### config.mk
export PLATFORM = sky130hd
export DESIGN_NAME = seq_det_param
export DESIGN_NICKNAME = d
export VERILOG_FILES = /design/src/rtl/seq_det_param.sv
export SDC_FILE = /design/constraint.sdc
export NUM_CORES = 1
export LEC_CHECK = 0
export ABC_CLOCK_PERIOD_IN_PS = 1100
export BUFFER_PORTS_ARGS = -buffer_cell sky130_fd_sc_hd__buf_2
export CORE_AREA = 2 2 39 41
export CTS_CLUSTER_SIZE = 12
export DETAILED_ROUTE_END_ITERATION = 8
export DIE_AREA = 0 0 41 43
export GPL_ROUTABILITY_DRIVEN = 0
export MAX_ROUTING_LAYER = met4
export PLACE_DENSITY = 0.46
export SYNTH_ARGS = -nofsm -noshare
export SYNTH_HDL_FRONTEND = slang
export SYNTH_SLANG_ARGS = --single-unit
### constraint.sdc
create_clock -name clk -period 1.1 [get_ports clk]
set_input_delay 0.22 -clock clk [delete_from_list [all_inputs] [get_ports clk]]
set_output_delay 0.22 -clock clk [all_outputs]
set_load 0.02 [all_outputs]
### src/rtl/seq_det_param.sv
// seq_det_param: parametrised Moore detector for a LEN-bit serial pattern.
// The pattern arrives MSB first. Overlapping or non-overlapping detection is
// chosen at run time via ovl. Sampling is gated by en.
// Optional feature macro: SEQ_DET_MATCH_CNT_EN builds the saturating match
// counter. Without it, match_cnt is tied to zero.
module seq_det_param #(
  parameter int unsigned      LEN     = 3,
  parameter logic [LEN-1:0]   PATTERN = 3'b101,
  parameter int unsigned      CNT_W   = 8
) (
  input  logic             clk,
  input  logic             reset,
  input  logic             x,
  input  logic             en,
  input  logic             ovl,
  output logic             z,
  output logic [CNT_W-1:0] match_cnt
);

  localparam int unsigned ST_W   = $clog2(LEN + 1);
  localparam int unsigned CAND_W = LEN + 1;

  // State index k means the last k sampled bits equal the first k pattern bits.
  typedef logic [ST_W-1:0] state_t;

  localparam state_t S0    = '0;
  localparam state_t S1    = ST_W'(1);
  localparam state_t S_DET = ST_W'(LEN);

  // Reject illegal parameterisations at elaboration
  if (LEN < 2 || LEN > 16) begin : g_bad_len
    $error("seq_det_param: LEN must be in 2..16");
  end
  if (CNT_W < 1 || CNT_W > 32) begin : g_bad_cnt_w
    $error("seq_det_param: CNT_W must be in 1..32");
  end

  // i-th received bit of the pattern (i = 0 is the first bit on the wire)
  function automatic logic pat_bit(input int unsigned i);
    logic [LEN-1:0] sh;
    sh = PATTERN >> (LEN - 1 - i);
    return sh[0];
  endfunction

  // Longest suffix of (first k pattern bits + b) that is also a pattern prefix
  function automatic int unsigned kmp_next(input int unsigned k, input logic b);
    logic [CAND_W-1:0] cand;
    logic [CAND_W-1:0] sh;
    logic              ok;
    int unsigned       res;
    cand = '0;
    res  = 0;
    for (int unsigned i = 0; i < k; i++) begin
      cand = cand | (CAND_W'(pat_bit(i)) << i);
    end
    cand = cand | (CAND_W'(b) << k);
    for (int unsigned j = 1; j <= LEN; j++) begin
      if (j <= k + 1) begin
        ok = 1'b1;
        for (int unsigned t = 0; t < j; t++) begin
          sh = cand >> (k + 1 - j + t);
          if (sh[0] != pat_bit(t)) ok = 1'b0;
        end
        if (ok) res = j;
      end
    end
    return res;
  endfunction

  localparam logic FIRST_BIT = PATTERN[LEN-1];

  state_t state_q;
  state_t state_d;
  state_t nxt0 [LEN+1];
  state_t nxt1 [LEN+1];

  // Elaboration-time transition table: next state for each state and input bit
  for (genvar k = 0; k <= LEN; k++) begin : g_tbl
    assign nxt0[k] = ST_W'(kmp_next(k, 1'b0));
    assign nxt1[k] = ST_W'(kmp_next(k, 1'b1));
  end

  // Next-state logic; non-overlap leaving the detect state restarts from scratch
  always_comb begin
    state_d = state_q;
    if (en) begin
      if (state_q == S_DET && !ovl) begin
        state_d = (x == FIRST_BIT) ? S1 : S0;
      end else begin
        for (int unsigned k = 0; k <= LEN; k++) begin
          if (state_q == ST_W'(k)) state_d = x ? nxt1[k] : nxt0[k];
        end
      end
    end
  end

  // State register and Moore flag, held while en is low
  always_ff @(posedge clk) begin
    if (reset) begin
      state_q <= S0;
      z       <= 1'b0;
    end else if (en) begin
      state_q <= state_d;
      z       <= (state_d == S_DET);
    end
  end

`ifdef SEQ_DET_MATCH_CNT_EN
  logic [CNT_W-1:0] cnt_q;

  // Saturating count of edges entering (or staying in) the detect state
  always_ff @(posedge clk) begin
    if (reset) begin
      cnt_q <= '0;
    end else if (en && state_d == S_DET && cnt_q != '1) begin
      cnt_q <= cnt_q + CNT_W'(1);
    end
  end

  assign match_cnt = cnt_q;
`else
  assign match_cnt = '0;
`endif

endmodule

==> impl_results.md <==
- Post-route insts no fill: 47
- Sum Neg Setup Slack: 0 ns
- Starting density of the core: 13.7%
- Xor/xnor share of the synthesized area: 0%
- Die X: 41 um
- Yosys top cell area share: 31.6%
- Synth area leaders: dfxtp_1, buf_4, mux2_1
- Max cap viols: 0
- R2R Setup Slk: 0.18 ns
- Min-Delay Path Class: in -> reg
- Leading cell type in the layout, fill and taps excluded: conb_1
- Remaining global-route overflow: 0
- DIE HEIGHT: 43 um
- Sequential fraction of the synthesis area: 31.6%
- Proportion of layout cells with a drive suffix above 1: 25.8%
- CP max FO: 3
- CTS H-tree depth: 1
- Hold Path Origin: reset
- Unique masters post-synth: 13
- Syn avg cell area: 8.27 um2
- RSZ-0062 raised after global routing: false
- # placed instances: 43
- Vias in the first global route: 121
- Max-slew violations: 0
- CP Capture Type: register
- Most frequent cells in the layout: conb_1, buf_2, clkbuf_4, dfxtp_1, a21oi_1
- Syn-to-layout area delta: 19.7%
- Complex-gate fraction of the synthesized area: 7.89%
- Row cnt: 14
- CTS tree: yes
- Sink Count: 3
- Critical Path AT: 1.03 ns
- Final hold vios: 0
- I/O pin count: 14
- Post-layout minimum cycle time: 0.920 ns
- Multi-input logic area: 92.6 um2
- Post-CTS setup buffer count: 0
- Seq. cell area: 60.1 um2
- Port bufs: 5
- Nets: 37
- Syn. warnings: 0
- Post-DRT Antenna Nets: 0
- Post-Synth Simple-Gate Area: 13.8%
- Largest family of logic cells by synthesized area: buffers and inverters
- 1st-iter DRT viols: 0
- DRC Markers: 0
- Area of the mapped netlist: 190 um2
- Synth Area in Adders: 0%
- VDD IR max: 0.235 mV
- Reg2reg end: state_q[1]
- Hold path cells: 2
- Setup Skew: 0.000334 ns
- Post-synthesis mux area share: 11.2%
- Worst reg-to-reg path cell count: 3
- Final period utilization: 83.6%
- GRT Max-Usage Layer: met4
- Leakage: 0.111 nW
- Clock root buffer: clkbuf_4
- Flops & latches, synth: 3
- Routed WL: 286 um
- GR Util met1: 2.88%
- Outcome: completed
- First-pass iteration count of the detailed router: 1
- Hold EP: state_q[1]
- First-pass GRT wire length: 400 um
- Initial antenna violation count: 0
- Global routing usage on met2: 5.00%
- Post-Syn Instances: 23
- Drt via density: 2.98
- Fillers: 167
- Worst-path clk slew: 0.03 ns
- Diodes inserted: 0
- Worst R2R Start: state_q[1]
- Tot GR Track Use: 4.42%
- CTS max path bufs: 2
- Pin count of the biggest net entering global routing: 5
- Power per Cell Area: 1530 nW/um2
- Setup-failing EPs final: 0
- Total vias in the final route: 140
- M3 GR Usage: 3.14%
- CTS buffer count: 3
- Setup CP Type: reg -> reg
- Wire per inst: 6.09 um
- Clk_lat worst skew: 0.23 ns
- Worst EP required: 1.21 ns
- Area leader, netlist: dfxtp_1
- Critical path launch point type: register
- Die ar.: 1760 um2
- Hold_buf cts: 0
- Core area: 1380 um2
- Tot Pwr: 347 uW
- Post-CTS Resized: 0
- Highest clock rate: 1090 MHz
-- cell families (layout without fill, tap and decap cells) --
| family | after synthesis | in the layout |
|---|---|---|
| AOI/OAI and AO/OA | 3 | 3 |
| and+or+nand+nor | 5 | 5 |
| DFF | 3 | 3 |
| buffers and inverters | 9 | 10 |
| other | 1 | 8 |
| muxes | 2 | 2 |
-- worst max-delay path by stage --
| stage | slack [ns] | endpoint | depth (start not counted) | startpoint |
|---|---|---|---|---|
| final | 0.18 | state_q[1] | 3 | state_q[1] |
| after floorplan | 0.22 | state_q[1] | 3 | state_q[1] |
| after global routing | 0.10 | state_q[1] | 3 | state_q[1] |
| after global placement | 0.17 | state_q[1] | 3 | state_q[1] |
| after CTS | 0.16 | z | 1 | z |
| after detailed placement | 0.18 | state_q[1] | 3 | state_q[1] |
-- flip-flops by register name, indices dropped and copies added (netlist names) --
name / flops
z: 1
state_q: 2
-- worst max-delay path, stage by stage (launching register included) --
cell      delay, ns
dfxtp_1        0.34
mux2_1         0.32
nand3b_1       0.08
a21oi_1        0.06
-- where the power goes --
part / total, mW / switching, mW / internal, mW
sequential: 0.115 / 0.00221 / 0.113
clock: 0.187 / 0.0518 / 0.136
combinational: 0.0449 / 0.0334 / 0.0114
total: 0.347 / 0.0875 / 0.260
-- synthesized netlist by cell type --
library cell  count
conb_1            1
nor2_1            1
inv_1             1
nand2_1           1
o21ai_0           1
mux2_1            1
dfxtp_1           3
a21oi_1           2
buf_4             8
nor2b_1           1
nand3_1           1
nand3b_1          1
mux2i_1           1
-- metal layers --
metal	part of all wire (%)	up-vias	wire length, um
li1	-	73	-
met1	32	59	91
met2	51	8	145
met3	17	0	49
met4	0	0	0
met5	0	-	0
-- layout make-up --
cell class,count,area share (%)
clock buffers,4,11.5
well taps,16,8.79
flip-flops and latches,3,26.4
multi-input cells,18,40.7
repair buffers,5,11.0
inverters,1,1.65
-- through the flow --
step	area [um2]	utilization [%]	setup slack [ns]	hold WS, ns
after floorplan	216	-	0.224	0.289
after global placement	201	14.6	0.174	0.425
after detailed placement	201	14.6	0.182	0.416
after CTS	228	16.5	0.164	0.170
after global routing	228	16.5	0.104	0.184
final	228	16.5	0.180	0.177
No activity file was read; power rests on OpenSTA's default activity.
